[config.mk]
export PLATFORM = sky130hd
export DESIGN_NAME = matrix_result_streamer_flat
export DESIGN_NICKNAME = d
export VERILOG_FILES = /design/src/rtl/matrix_result_streamer_if.sv /design/src/rtl/matrix_result_streamer.sv /design/src/flat_wrapper.sv
export SDC_FILE = /design/constraint.sdc
export NUM_CORES = 1
export LEC_CHECK = 0
export CORE_ASPECT_RATIO = 0.5
export CORE_MARGIN = 2
export CORE_UTILIZATION = 50
export DETAILED_ROUTE_END_ITERATION = 10
export PLACE_DENSITY = 0.88
export SLEW_MARGIN = 0
export SYNTH_ARGS = -nofsm -noshare
export SYNTH_HDL_FRONTEND = slang
export SYNTH_SLANG_ARGS = --single-unit
[constraint.sdc]
create_clock -name clk -period 2.7 [get_ports clk]
set_input_delay 0.81 -clock clk [delete_from_list [all_inputs] [get_ports clk]]
set_output_delay 0.81 -clock clk [all_outputs]
set_load 0.02 [all_outputs]
[src/rtl/matrix_result_streamer_if.sv]
// Result beat stream leaving matrix_result_streamer: one element per valid/ready
// transfer, tagged with its row/col position and an end-of-frame flag.
interface matrix_result_streamer_if #(
    parameter int DATA_WIDTH = 8,
    parameter int ROW_W      = 3,
    parameter int COL_W      = 3
);
    logic                  out_valid;
    logic                  out_ready;
    logic [DATA_WIDTH-1:0] out_data;
    logic [ROW_W-1:0]      out_row;
    logic [COL_W-1:0]      out_col;
    logic                  out_last;

    modport master (
        output out_valid,
        output out_data,
        output out_row,
        output out_col,
        output out_last,
        input  out_ready
    );

    modport slave (
        input  out_valid,
        input  out_data,
        input  out_row,
        input  out_col,
        input  out_last,
        output out_ready
    );
endinterface

[src/rtl/matrix_result_streamer.sv]
// Snapshots the multiplier's flat M*P result on its done pulse and streams the
// elements row-major over a valid/ready interface, one element per beat.
module matrix_result_streamer #(
    parameter int DATA_WIDTH = 8,
    parameter int M          = 8,
    parameter int P          = 8,
    parameter int ROW_W      = 3,
    parameter int COL_W      = 3
) (
    input  logic                        clk,
    input  logic                        rst_n,
    input  logic                        in_done,
    input  logic [M*P*DATA_WIDTH-1:0]   in_result,
    matrix_result_streamer_if.master    stream,
    output logic                        busy,
    output logic                        overrun,
    input  logic                        clr_overrun,
    output logic [7:0]                  frame_cnt
);

    localparam int N     = M * P;
    localparam int IDX_W = (N > 1) ? $clog2(N) : 1;

    localparam logic [ROW_W-1:0] ROW_MAX = ROW_W'(M - 1);
    localparam logic [COL_W-1:0] COL_MAX = COL_W'(P - 1);

    typedef enum logic {
        IDLE,
        STREAM
    } state_t;

    state_t                state;
    logic [DATA_WIDTH-1:0] snap [N];
    logic [ROW_W-1:0]      row;
    logic [COL_W-1:0]      col;
    logic [IDX_W-1:0]      idx;
    logic                  valid_q;
    logic                  last_q;

    logic fire;
    logic capture;

    assign fire    = valid_q & stream.out_ready;
    // Capture is legal when idle or exactly as the final beat leaves, giving
    // back-to-back frames with no idle bubble.
    assign capture = in_done & ((state == IDLE) | (fire & last_q));

    // NOTE: sequential state uses non-blocking assignments only; later assignments
    // in the same block deliberately override earlier ones (capture beats advance).
    always_ff @(posedge clk or negedge rst_n) begin
        if (!rst_n) begin
            state     <= IDLE;
            valid_q   <= 1'b0;
            last_q    <= 1'b0;
            busy      <= 1'b0;
            row       <= '0;
            col       <= '0;
            idx       <= '0;
            overrun   <= 1'b0;
            frame_cnt <= '0;
            // NOTE: the snapshot is a flop array, not a RAM, so it is cleared on reset
            // like any other state; a true memory macro would not get this loop.
            for (int e = 0; e < N; e++) begin
                snap[e] <= '0;
            end
        end else begin
            if (in_done && !capture) begin
                overrun <= 1'b1;
            end else if (clr_overrun) begin
                overrun <= 1'b0;
            end

            if (fire) begin
                if (last_q) begin
                    frame_cnt <= frame_cnt + 8'd1;
                    state     <= IDLE;
                    valid_q   <= 1'b0;
                    busy      <= 1'b0;
                    last_q    <= 1'b0;
                    row       <= '0;
                    col       <= '0;
                    idx       <= '0;
                end else begin
                    idx    <= idx + IDX_W'(1);
                    // The element after index N-2 is the final one of the frame.
                    last_q <= (idx == IDX_W'(N - 2));
                    if (col == COL_MAX) begin
                        col <= '0;
                        row <= (row == ROW_MAX) ? '0 : row + ROW_W'(1);
                    end else begin
                        col <= col + COL_W'(1);
                    end
                end
            end

            if (capture) begin
                state   <= STREAM;
                valid_q <= 1'b1;
                busy    <= 1'b1;
                row     <= '0;
                col     <= '0;
                idx     <= '0;
                last_q  <= (N == 1);
                for (int e = 0; e < N; e++) begin
                    snap[e] <= in_result[e*DATA_WIDTH +: DATA_WIDTH];
                end
            end
        end
    end

    assign stream.out_valid = valid_q;
    assign stream.out_data  = snap[idx];
    assign stream.out_row   = row;
    assign stream.out_col   = col;
    assign stream.out_last  = last_q;

endmodule
[src/flat_wrapper.sv]
// flat-port wrapper written by rule: the top's interface ports become plain ports
module matrix_result_streamer_flat 
#(
    parameter int DATA_WIDTH = 8,
    parameter int M          = 8,
    parameter int P          = 8,
    parameter int ROW_W      = 3,
    parameter int COL_W      = 3
)
  (clk, rst_n, in_done, in_result, busy, overrun, clr_overrun, frame_cnt, stream_out_valid, stream_out_data, stream_out_row, stream_out_col, stream_out_last, stream_out_ready);
  matrix_result_streamer_if #(.DATA_WIDTH(DATA_WIDTH), .ROW_W(ROW_W), .COL_W(COL_W)) stream_i ();
  input  logic clk;
  input  logic rst_n;
  input  logic in_done;
  input  logic [M*P*DATA_WIDTH-1:0] in_result;
  output logic busy;
  output logic overrun;
  input  logic clr_overrun;
  output logic [7:0] frame_cnt;
  output wire logic [$bits(stream_i.out_valid)-1:0] stream_out_valid;
  output wire logic [$bits(stream_i.out_data)-1:0] stream_out_data;
  output wire logic [$bits(stream_i.out_row)-1:0] stream_out_row;
  output wire logic [$bits(stream_i.out_col)-1:0] stream_out_col;
  output wire logic [$bits(stream_i.out_last)-1:0] stream_out_last;
  input wire logic [$bits(stream_i.out_ready)-1:0] stream_out_ready;
  assign stream_out_valid = stream_i.out_valid;
  assign stream_out_data = stream_i.out_data;
  assign stream_out_row = stream_i.out_row;
  assign stream_out_col = stream_i.out_col;
  assign stream_out_last = stream_i.out_last;
  assign stream_i.out_ready = stream_out_ready;
  matrix_result_streamer #(.DATA_WIDTH(DATA_WIDTH), .M(M), .P(P), .ROW_W(ROW_W), .COL_W(COL_W)) u_core (.clk(clk), .rst_n(rst_n), .in_done(in_done), .in_result(in_result), .stream(stream_i), .busy(busy), .overrun(overrun), .clr_overrun(clr_overrun), .frame_cnt(frame_cnt));
endmodule
==> results.toml <==
[status]
status = "complete, but fails checks"
violations = "setup timing"

[global_routing]
grt_usage = 0.348
grt_pass1_vias = 23700
grt_max_degree = 98
grt_overflow = 0
grt_pass1_wl_mm = 135
antenna_found_initial = 6

[worst_setup_path]
critPathArrivalTime_ns = 2.82
critPathKind = "reg -> out"
critPathLaunchType = "flip-flop"
crit_slowest_cell = "dfrtp_4"
regToRegSetupSlack_ns = 0.54
crit_chain = "buf_6, buf_12, buf_8, mux2_2, o211ai_1, a21boi_1, nor4_2, buf_4, a211oi_4, buf_6"
r2r_start = "u_core.state"
r2r_cells = 4
cp.depth = 10
r2r-end = "u_core.stream.out_row[0]"
cp_max_fo = 10
cp_num_buf_inv = 5
end_kind = "primary output"
path_delay_family = "buffers and inverters"
cpMostUsedCell = "buf_6"
max_stage_delay_ns = 0.53
crit_required_ns = 1.89

[sta]
period_needed_ns = 3.63
period_share = 1.35
rsz0062_at_grt = "yes"
drv_slew = 0
clock-skew-final_ns = 0.0155
fmax_mhz = 275
worst_slew_pin_slew_ns = 0.650
final.setup.worst_slack_ns = -0.934
fin_hold_ws_ns = 0.183
max_slew_margin = 0.567
hold_viol = 0
fin_tns_setup_ns = -7.17
setup_viol = 8

[routing]
drtAntennaViolNets = 0
drt_iter0_drc = 2567
drc_errors = 0
vias_per_cell = 5.77
via_count = 23300
wl_per_cell_um = 22.7
wl_mm = 91.9
drt_first_pass_iters = 5

[clocking]
clkSlewWorstSetupHoldPaths_ns = 0.07
cts_buffer_depth = 3
cts_root_buf = "clkbuf_16"
clk_latency_ns = 0.58
clock-sinks = 535
hold_buffers = 0
htree_num_levels = 2
numCtsBuffers = 46
cts_tree = "built"

[place]
io_buffers = 542
hpwl_mm = 66.9
gp_congestion = 1.00

[final_layout]
final_common_cell = "nand2_1"
layout_common_cells = "nand2_1, clkdlybuf4s50_1, dfrtp_1"
nFillCells = 3138
area_delta_synth_final_pct = 40.4
fin_nets = 3872
drive_gt1_frac = 0.148
finish.utilization = 0.713

[power]
ir_worst_vdd_uv = 517
power_density_nw_per_um2 = 759
leakagePower_nw = 17.1

[synthesis]
yosysTopAreaCell = "dfrtp_1"
synthArstFlopShare = 1.00
synthFlopType = "dfrtp_1"
ys_types = 50
synth_edf_count = 0
syn_inst = 2712
synth.avg_cell_area_um2 = 9.12
ys_seq_area_frac = 0.541
synthTopCellsByArea = "dfrtp_1, nand2_1, mux4_2"
ys_ff_latch = 535
synth_fp_nets = 3236
syn_area_um2 = 24700
yosysWarnings = 0
synth_top_area_frac = 0.541

[floorplanning]
die_w_um = 318
row_count = 57
io_pins = 543
fp.dieArea_um2 = 51400
chipHeight_um = 161
coreArea_um2 = 48700
initial_utilization = 0.508

[job]
drv_cap = 0

[hold_path]
hold_path_class = "in -> async"
==> layout make-up <==
type / count / area (um2) / share of cell area
Sequential cell: 535 / 13400 / 0.386
Multi-Input combinational cell: 1997 / 10900 / 0.315
Timing Repair Buffer: 764 / 7920 / 0.228
Clock buffer: 64 / 1400 / 0.0404
Tap cell: 649 / 812 / 0.0234
Clock inverter: 21 / 225 / 0.00649
Inverter: 4 / 18.8 / 0.000541
Antenna cell: 5 / 12.5 / 0.000360
==> metal layers <==
metal / track usage / wire, um / up-vias
met2: 0.568 / 44300 / 1427
met5: 0 / 0 / -
li1: - / - / 10100
met3: 0.0838 / 8810 / 447
met1: 0.406 / 31200 / 11400
met4: 0.258 / 7650 / 0
==> state kept, by name, indices dropped and copies added, names as in the netlist <==
name / flops
u_core.frame_cnt: 8
u_core.idx: 6
u_core.overrun: 1
u_core.snap: 512
u_core.state: 1
u_core.stream.out_col: 3
u_core.stream.out_last: 1
u_core.stream.out_row: 3
==> cell usage after synthesis (6+ instances only) <==
cell / n
a211o_1: 10
a211oi_1: 17
a21oi_1: 7
a22o_1: 17
a22oi_1: 14
and3_1: 7
buf_1: 19
buf_2: 64
buf_4: 8
buf_6: 7
clkbuf_1: 76
dfrtp_1: 535
ha_1: 7
mux2_2: 36
mux2i_1: 69
mux4_2: 74
nand2_1: 1562
nand3_1: 10
nor2_1: 10
nor2b_1: 10
nor3_1: 20
o211ai_1: 10
o21ai_0: 23
o21ai_1: 6
o22ai_1: 31
==> stage by stage <==
| step | total power, mW | worst slack (ns) | cell area (um2) | instances |
|---|---|---|---|---|
| floorplan | 13.8 | 0.0550 | 24800 | 2712 |
| global placement | 17.6 | -0.867 | 32200 | 3925 |
| detailed placement | 17.8 | -0.940 | 32200 | 3925 |
| CTS | 25.7 | -0.876 | 34500 | 4031 |
| global route | 27.2 | -0.972 | 34700 | 4039 |
| finish | 26.4 | -0.934 | 34700 | 4039 |
==> cells by family after synthesis <==
family	after synthesis	synth area share
xor gates and xnor gates	7	0.00248
AOI/OAI and AO/OA	160	0.0456
buffers and inverters	180	0.0352
DFF	535	0.541
and+or+nand+nor	1639	0.255
muxes	184	0.117
adders and majority gates	7	0.00354
==> report_power, final <==
group          switching, mW  internal, mW
combinational           4.66          4.72
clock                   3.13          4.03
sequential             0.840          8.99
==> repair_timing <==
action                                  CTS  global route
buffers inserted                         19             4
pin swaps                                47            29
cloned                                    4             2
endpoints found under the setup margin    8             8
gates resized for setup                 138            36
==> worst max path at each step <==
stage,startpoint,end,slack (ns)
2_1_floorplan,u_core.idx[0],stream_out_data[5],0.06
3_3_place_gp,u_core.idx[0],stream_out_data[2],-0.87
3_5_place_dp,u_core.idx[0],stream_out_data[7],-0.94
4_1_cts,u_core.idx[1],stream_out_data[4],-0.88
5_1_grt,u_core.idx[1],stream_out_data[4],-0.97
6_report,u_core.idx[1],stream_out_data[0],-0.93
(Power assumes the default switching activity.)
